$ cat config.mk
export PLATFORM = sky130hd
export DESIGN_NAME = axi_dma_r
export DESIGN_NICKNAME = d
export VERILOG_FILES = /design/src/rtl/axi_dma_r.sv
export SDC_FILE = /design/constraint.sdc
export NUM_CORES = 1
export LEC_CHECK = 0
export CAP_MARGIN = 15
export CORE_MARGIN = 4
export CORE_UTILIZATION = 41
export DETAILED_ROUTE_END_ITERATION = 12
export PLACE_DENSITY = 0.65
export SYNTH_ARGS = -nofsm -noshare
export SYNTH_HDL_FRONTEND = slang
export SYNTH_SLANG_ARGS = --single-unit
$ cat constraint.sdc
create_clock -name usr_clk -period 6.64 [get_ports usr_clk]
set_input_delay 0.996 -clock usr_clk [delete_from_list [all_inputs] [get_ports usr_clk]]
set_output_delay 0.996 -clock usr_clk [all_outputs]
set_load 0.05 [all_outputs]
$ cat src/rtl/axi_dma_r.sv
// ---------------------------------------------------------------------------
// axi_dma_r
//
// Purpose:
//   Single-channel read DMA. Software programs a source AXI byte address, a
//   destination local-RAM word address and a word count through a small
//   register file, then sets CR.EN. The block issues INCR bursts of 32-bit
//   beats on the AXI read channels and writes every returned beat straight
//   into the local RAM. Bursts are at most 16 beats and never cross a 4 KB
//   boundary. Completion is reported with CR.DONE and a one-cycle dma_done.
//
// Registers (byte address on apb_a):
//   0x0 CR         bit0 EN, bit1 DONE, bit2 ERR (other bits read 0)
//   0x4 SRC_SA     AXI byte address, bits[1:0] forced to 0
//   0x8 DST_SA     RAM word address (low RAM_AW bits kept)
//   0xC DMA_LENGTH word count
//   Writes are only accepted while the FSM is idle.
//
// Ports:
//   usr_clk, usr_reset                  clock, synchronous active-high reset
//   apb_a / apb_d / apb_we / apb_q      register access (read is combinational)
//   usr_ar*                             AXI read-address channel
//   usr_r*                              AXI read-data channel
//   ram_we / ram_a / ram_d              local RAM write port
//   dma_done                            one-cycle completion pulse
//
// Optional feature macro: AXI_DMA_R_RESP_CHECK_EN
//   When defined, a beat with usr_rresp != OKAY sets CR.ERR; the current
//   burst still completes and the transfer then ends without further AR.
//   When undefined, usr_rresp is ignored and CR.ERR reads 0.
// ---------------------------------------------------------------------------
module axi_dma_r #(
    parameter int AXI_AW = 32,
    parameter int AXI_LW = 8,
    parameter int RAM_AW = 20,
    parameter int APB_AW = 12
) (
    input  logic              usr_clk,
    input  logic              usr_reset,
    input  logic [APB_AW-1:0] apb_a,
    input  logic [31:0]       apb_d,
    input  logic              apb_we,
    output logic [31:0]       apb_q,
    output logic [AXI_AW-1:0] usr_araddr,
    output logic [AXI_LW-1:0] usr_arlen,
    output logic [2:0]        usr_arsize,
    output logic [1:0]        usr_arburst,
    output logic              usr_arvalid,
    input  logic              usr_arready,
    input  logic [31:0]       usr_rdata,
    input  logic [1:0]        usr_rresp,
    input  logic              usr_rlast,
    input  logic              usr_rvalid,
    output logic              usr_rready,
    output logic              ram_we,
    output logic [RAM_AW-1:0] ram_a,
    output logic [31:0]       ram_d,
    output logic              dma_done
);

    typedef enum logic [1:0] {S_IDLE, S_AR, S_R, S_DONE} state_t;

    state_t r_state;
    state_t w_nextState;

    logic              r_en;
    logic              r_done;
    logic [AXI_AW-1:0] r_src;
    logic [RAM_AW-1:0] r_dst;
    logic [31:0]       r_len;
    logic [AXI_AW-1:0] r_araddr;
    logic [RAM_AW-1:0] r_ramAddr;
    logic [31:0]       r_remain;
    logic [4:0]        r_blen;

    logic              w_beat;
    logic [31:0]       w_remainNext;
    logic [10:0]       w_bndBeats;
    logic [4:0]        w_cap;
    logic [4:0]        w_blen;
    logic              w_err;
    logic              w_stop;

    assign usr_arsize  = 3'd2;
    assign usr_arburst = 2'b01;

    assign w_beat       = (r_state == S_R) && usr_rvalid;
    assign w_remainNext = r_remain - 32'd1;

    // Beats left before the next 4 KB boundary; araddr is word aligned, so
    // this is always at least 1.
    assign w_bndBeats = 11'((13'h1000 - {1'b0, r_araddr[11:0]}) >> 2);
    assign w_cap      = (r_remain < 32'd16) ? r_remain[4:0] : 5'd16;
    assign w_blen     = ({6'b0, w_cap} > w_bndBeats) ? w_bndBeats[4:0] : w_cap;

`ifdef AXI_DMA_R_RESP_CHECK_EN
    logic r_err;
    logic w_beatErr;

    assign w_beatErr = (usr_rresp != 2'b00);
    assign w_err     = r_err;
    // Stop after this burst if an error was seen earlier or on this beat.
    assign w_stop    = r_err | w_beatErr;

    // Register writes happen only in IDLE and beats only in R, so the clear
    // and set conditions never collide.
    always_ff @(posedge usr_clk) begin
        if (usr_reset) begin
            r_err <= 1'b0;
        end else if ((r_state == S_IDLE) && apb_we && (apb_a == APB_AW'(0)) && apb_d[0]) begin
            r_err <= 1'b0;
        end else if (w_beat && w_beatErr) begin
            r_err <= 1'b1;
        end
    end
`else
    logic w_unusedResp;

    assign w_unusedResp = ^usr_rresp;
    assign w_err        = 1'b0;
    assign w_stop       = 1'b0;
`endif

    // State register.
    always_ff @(posedge usr_clk) begin
        if (usr_reset) begin
            r_state <= S_IDLE;
        end else begin
            r_state <= w_nextState;
        end
    end

    // Next-state logic.
    always_comb begin
        w_nextState = r_state;
        case (r_state)
            S_IDLE: begin
                if (r_en && (r_len != 32'd0)) begin
                    w_nextState = S_AR;
                end
            end
            S_AR: begin
                if (usr_arready) begin
                    w_nextState = S_R;
                end
            end
            S_R: begin
                if (usr_rvalid && usr_rlast) begin
                    w_nextState = ((w_remainNext == 32'd0) || w_stop) ? S_DONE : S_AR;
                end
            end
            S_DONE: begin
                w_nextState = S_IDLE;
            end
            default: begin
                w_nextState = S_IDLE;
            end
        endcase
    end

    // Output logic. The zero-length case pulses dma_done from IDLE; EN is
    // cleared on that same edge, so the pulse lasts exactly one cycle.
    always_comb begin
        usr_arvalid = 1'b0;
        usr_araddr  = '0;
        usr_arlen   = '0;
        usr_rready  = 1'b0;
        ram_we      = 1'b0;
        ram_a       = '0;
        ram_d       = '0;
        dma_done    = 1'b0;
        case (r_state)
            S_IDLE: begin
                dma_done = r_en && (r_len == 32'd0);
            end
            S_AR: begin
                usr_arvalid = 1'b1;
                usr_araddr  = r_araddr;
                usr_arlen   = AXI_LW'(w_blen - 5'd1);
            end
            S_R: begin
                usr_rready = 1'b1;
                if (usr_rvalid) begin
                    ram_we = 1'b1;
                    ram_a  = r_ramAddr;
                    ram_d  = usr_rdata;
                end
            end
            S_DONE: begin
                dma_done = 1'b1;
            end
            default: begin
                dma_done = 1'b0;
            end
        endcase
    end

    // Register file and transfer datapath. In IDLE a software write is
    // applied after the FSM side effects, so it wins on the same edge.
    always_ff @(posedge usr_clk) begin
        if (usr_reset) begin
            r_en      <= 1'b0;
            r_done    <= 1'b0;
            r_src     <= '0;
            r_dst     <= '0;
            r_len     <= '0;
            r_araddr  <= '0;
            r_ramAddr <= '0;
            r_remain  <= '0;
            r_blen    <= '0;
        end else begin
            case (r_state)
                S_IDLE: begin
                    if (r_en) begin
                        if (r_len == 32'd0) begin
                            r_en   <= 1'b0;
                            r_done <= 1'b1;
                        end else begin
                            r_araddr  <= r_src;
                            r_ramAddr <= r_dst;
                            r_remain  <= r_len;
                        end
                    end
                    if (apb_we) begin
                        if (apb_a == APB_AW'(0)) begin
                            r_en <= apb_d[0];
                            if (apb_d[0]) begin
                                r_done <= 1'b0;
                            end
                        end else if (apb_a == APB_AW'(4)) begin
                            r_src <= AXI_AW'({apb_d[31:2], 2'b00});
                        end else if (apb_a == APB_AW'(8)) begin
                            r_dst <= RAM_AW'(apb_d);
                        end else if (apb_a == APB_AW'(12)) begin
                            r_len <= apb_d;
                        end
                    end
                end
                S_AR: begin
                    if (usr_arready) begin
                        r_blen <= w_blen;
                    end
                end
                S_R: begin
                    if (usr_rvalid) begin
                        r_ramAddr <= r_ramAddr + RAM_AW'(1);
                        r_remain  <= w_remainNext;
                        if (usr_rlast) begin
                            r_araddr <= r_araddr + AXI_AW'({r_blen, 2'b00});
                        end
                    end
                end
                S_DONE: begin
                    r_en   <= 1'b0;
                    r_done <= 1'b1;
                end
                default: begin
                    r_en <= 1'b0;
                end
            endcase
        end
    end

    // Combinational register read mux; unmapped addresses read 0.
    always_comb begin
        apb_q = 32'd0;
        if (apb_a == APB_AW'(0)) begin
            apb_q = {29'd0, w_err, r_done, r_en};
        end else if (apb_a == APB_AW'(4)) begin
            apb_q = 32'(r_src);
        end else if (apb_a == APB_AW'(8)) begin
            apb_q = 32'(r_dst);
        end else if (apb_a == APB_AW'(12)) begin
            apb_q = r_len;
        end
    end

endmodule
==> results.yml <==
worst_hold_path:
  hold_class: "reg -> reg"
power_and_ir_drop:
  p_leak_uw: 0.004662
  peakVddDrop_uv: 162.6
  powerDensity_nw_per_um2: 245.8
final_layout:
  num-nets-final: 1700
  multiInputGateArea_um2: 6585
  final_cells: 1938
  area_delta_synth_final_pct: 26.04
  fin_util_pct: 52.72
  drive_gt1_share_pct: 6.654
  diodes: 0
  regArea_um2: 3463
  fillers: 2455
clock_network:
  clk_pin_slew_ns: 0.07
  tritoncts: "yes"
  root_buffer: "clkbuf_16"
  holdBufCountCts: 0
  h-tree-depth: 4
  clockBufferDepth: 2
  cts_sinks: 173
  clk-insertion-delay-late_ns: 0.44
  numCtsBuffers: 17
synth:
  synth_cell_types: 73
  async_flop_share_pct: 0
  syn_inst: 1470
  synth-seq-area-share_pct: 32.69
  synth_edf_count: 0
  ys_seq_elements: 173
  syn_area_um2: 10590
  avgSynthCellArea_um2: 7.207
  ys_warn_count: 0
  yosys_most_used_dff: "dfxtp_1"
sta:
  maxSlewViolCount: 0
  rsz0062_at_grt: "false"
  max_slew.worst_pin.slew_ns: 1.062
  relSlewSlack_pct: 29.17
  max_freq_mhz: 160.3
  whs_ns: 0.4734
  tns_ns: 0
  finalHoldViolCount: 0
  fin_crit_sh_pct: 93.98
  setup_viol: 0
  skew_ns: 0.01547
  finalCriticalPeriod_ns: 6.240
placement:
  gp_congestion: 0.9165
  dp_cells: 1907
  io_buffers: 207
  dp_hpwl_um: 25540
die:
  fp-row-count: 58
  die_h_um: 168.7
  dieArea_um2: 28470
  ios: 217
  start_util_pct: 41.83
  die_w_um: 168.7
  core_um2: 25330
routing:
  dr.pass1.iters: 5
  final_antenna_net_count: 0
  viasPerCell: 5.825
  post_drt_wl_per_cell_um: 18.56
  post-route-drc-count: 0
  first_iter_violations: 1023
  vias: 11290
  routed_wl_um: 35960
global_routing:
  grt_pass1_wl_um: 56370
  busiest_layer: "met2"
  grt_max_degree: 112
  first_global_vias: 10240
  met2_usage_pct: 38.21
  antenna_found_initial: 0
  met1_usage_pct: 34.24
  grtUsageTotal_pct: 24.16
  use_met3_pct: 3.760
  grt_overflow: 0
critical_path:
  arrival_ns: 5.24
  cp_top_family: "simple AND/OR/NAND/NOR gates"
  setup.worst_path.start_class: "flip-flop"
  path_class: "reg -> out"
  path_cells: "nor4_1 > and4b_1 > and3_1 > inv_1 > nor2_1 > ha_1 > nand4_1 > nand3b_1 > nor4_1 > a211o_2 > nor3_4 > mux2_4 > ha_1 > inv_1 > nor4_1 > o311a_2 > buf_12"
  crit_required_ns: 5.64
  path_buf_inv: 3
  end_kind: "output port"
  crit_fanout: 9
  cpPeakStageDelay_ns: 0.71
  crit_top_cell: "nor4_1"
  cpMaxStageDelayCell: "nor4_1"
flow_run:
  maxCapViolations: 0
status:
  outcome: "finished, final reports clean"
==> layout by cell type, fill, tap and decap left out, types with 6 or more instances in the layout <==
cell type	n
a31oi_1	7
nand3_1	33
xor2_1	6
inv_1	28
nor4_1	26
o21a_1	6
or3_1	13
nor2_1	120
a211oi_1	36
and3_1	66
conb_1	7
nor3_1	36
buf_4	19
nand4_1	16
o22ai_1	17
mux2i_1	23
nor2b_1	17
a22oi_1	34
or2_2	7
or4_1	6
and2_1	37
clkbuf_16	17
o2bb2ai_1	8
nand2_1	253
o211ai_1	8
dfxtp_1	173
a21oi_1	161
ha_1	18
o21ai_0	77
xnor2_1	7
mux2_2	26
o31ai_1	9
clkdlybuf4s50_1	199
==> logic make-up after synthesis <==
logic type | Yosys count | share of synthesized area, %
AND/OR/NAND/NOR | 654 | 29.48
AO/OA/AOI/OAI | 404 | 23.34
flip-flops | 173 | 32.69
buffers and inverters | 153 | 5.740
multiplexers | 50 | 5.078
adder cells (fa/ha/maj) | 21 | 2.527
XOR/XNOR | 13 | 1.075
other | 2 | 0.07089
==> Yosys cell counts, drive strengths merged, types with 4 or more instances <==
| cell type | count | share of area, % |
|---|---|---|
| nand3 | 33 | 1.6 |
| nor2b | 17 | 1.0 |
| mux2i | 23 | 2.2 |
| xnor2 | 7 | 0.58 |
| o22ai | 17 | 1.0 |
| a211oi | 38 | 2.7 |
| xor2 | 6 | 0.50 |
| nand4 | 16 | 0.94 |
| or3 | 14 | 0.84 |
| nor3 | 39 | 1.9 |
| nand3b | 4 | 0.28 |
| buf | 12 | 0.74 |
| a21oi | 161 | 7.6 |
| clkbuf | 111 | 3.9 |
| ha | 19 | 2.2 |
| or2 | 7 | 0.41 |
| inv | 29 | 1.0 |
| mux2 | 27 | 2.9 |
| dfxtp | 173 | 33 |
| a21o | 5 | 0.35 |
| o21a | 6 | 0.43 |
| or4 | 8 | 0.64 |
| nor4 | 27 | 1.6 |
| and2 | 38 | 2.2 |
| nor2 | 121 | 4.3 |
| nand2 | 253 | 9.0 |
| o211ai | 8 | 0.57 |
| a31oi | 7 | 0.41 |
| o2bb2ai | 8 | 0.66 |
| o31ai | 9 | 0.64 |
| a211o | 5 | 0.43 |
| a22oi | 34 | 2.4 |
| o21ai | 77 | 3.6 |
| and3 | 66 | 3.9 |
==> worst register-to-register path, cell delays in order, from the launching register on <==
cell	delay [ns]
dfxtp_1	0.36
nor4_1	0.71
and4b_1	0.37
and3_1	0.37
inv_1	0.16
nor2_1	0.17
ha_1	0.27
nand4_1	0.16
nand3b_1	0.14
nor4_1	0.05
a211o_2	0.36
nor3_4	0.38
mux2_2	0.39
a211oi_1	0.21
==> flip-flops by register name (all words and copies together), names as in the netlist <==
| register | cells |
|---|---|
| r_dst | 20 |
| r_src | 30 |
| r_state | 2 |
| r_blen | 5 |
| r_en | 1 |
| r_len | 32 |
| r_done | 1 |
| r_remain | 32 |
| r_ramAddr | 20 |
| r_araddr | 30 |
==> per-layer routing <==
layer	vias up	routed length (µm)
li1	5481	-
met1	5304	16050
met2	462	16210
met3	42	2881
met4	0	823
met5	-	0
==> power by group <==
part           switching [µW]  leakage, µW  internal [µW]
Combinational             720      0.00300            428
Sequential               76.0      0.00139           1100
Clock                     454     0.000265            502
Total                    1250      0.00466           2030
==> worst paths after layout <==
path | from | end | slack [ns] | cells past startpoint
worst max-delay path | r_remain[4]$_SDFFE_PP0P_ | usr_arlen[4] | 0.40 | 17
worst min-delay path | r_dst[6]$_SDFFE_PP0P_ | r_dst[6]$_SDFFE_PP0P_ | 0.47 | 2
worst max register to register | r_remain[4]$_SDFFE_PP0P_ | r_blen[4]$_SDFFE_PP0P_ | 2.47 | 13
worst min register to register | r_dst[6]$_SDFFE_PP0P_ | r_dst[6]$_SDFFE_PP0P_ | 0.47 | 2
==> timing repair <==
action / CTS / global route
endpoints found under the setup margin: 0 / 5
resized for setup: 0 / 4
setup buffers: 0 / 0
==> metrics by stage <==
stage               worst slack (ns)  cell area [µm²]  total power [µW]
finish                        0.4000            13350              3283
global route                 0.01208            13350              3449
CTS                           0.2639            13340              3269
detailed placement            0.7392            12800              2327
global placement              0.8542            12800              2306
floorplan                     0.4188            10610              2020
==> layout make-up <==
class / count / share of cell area (%)
multi-input cells: 1149 / 49.32
flip-flops and latches: 173 / 25.94
repair buffers: 225 / 16.75
clock buffers: 20 / 3.420
well taps: 330 / 3.092
inverters: 30 / 0.8433
clock inverters: 11 / 0.6372
(Power assumes the default switching activity.)
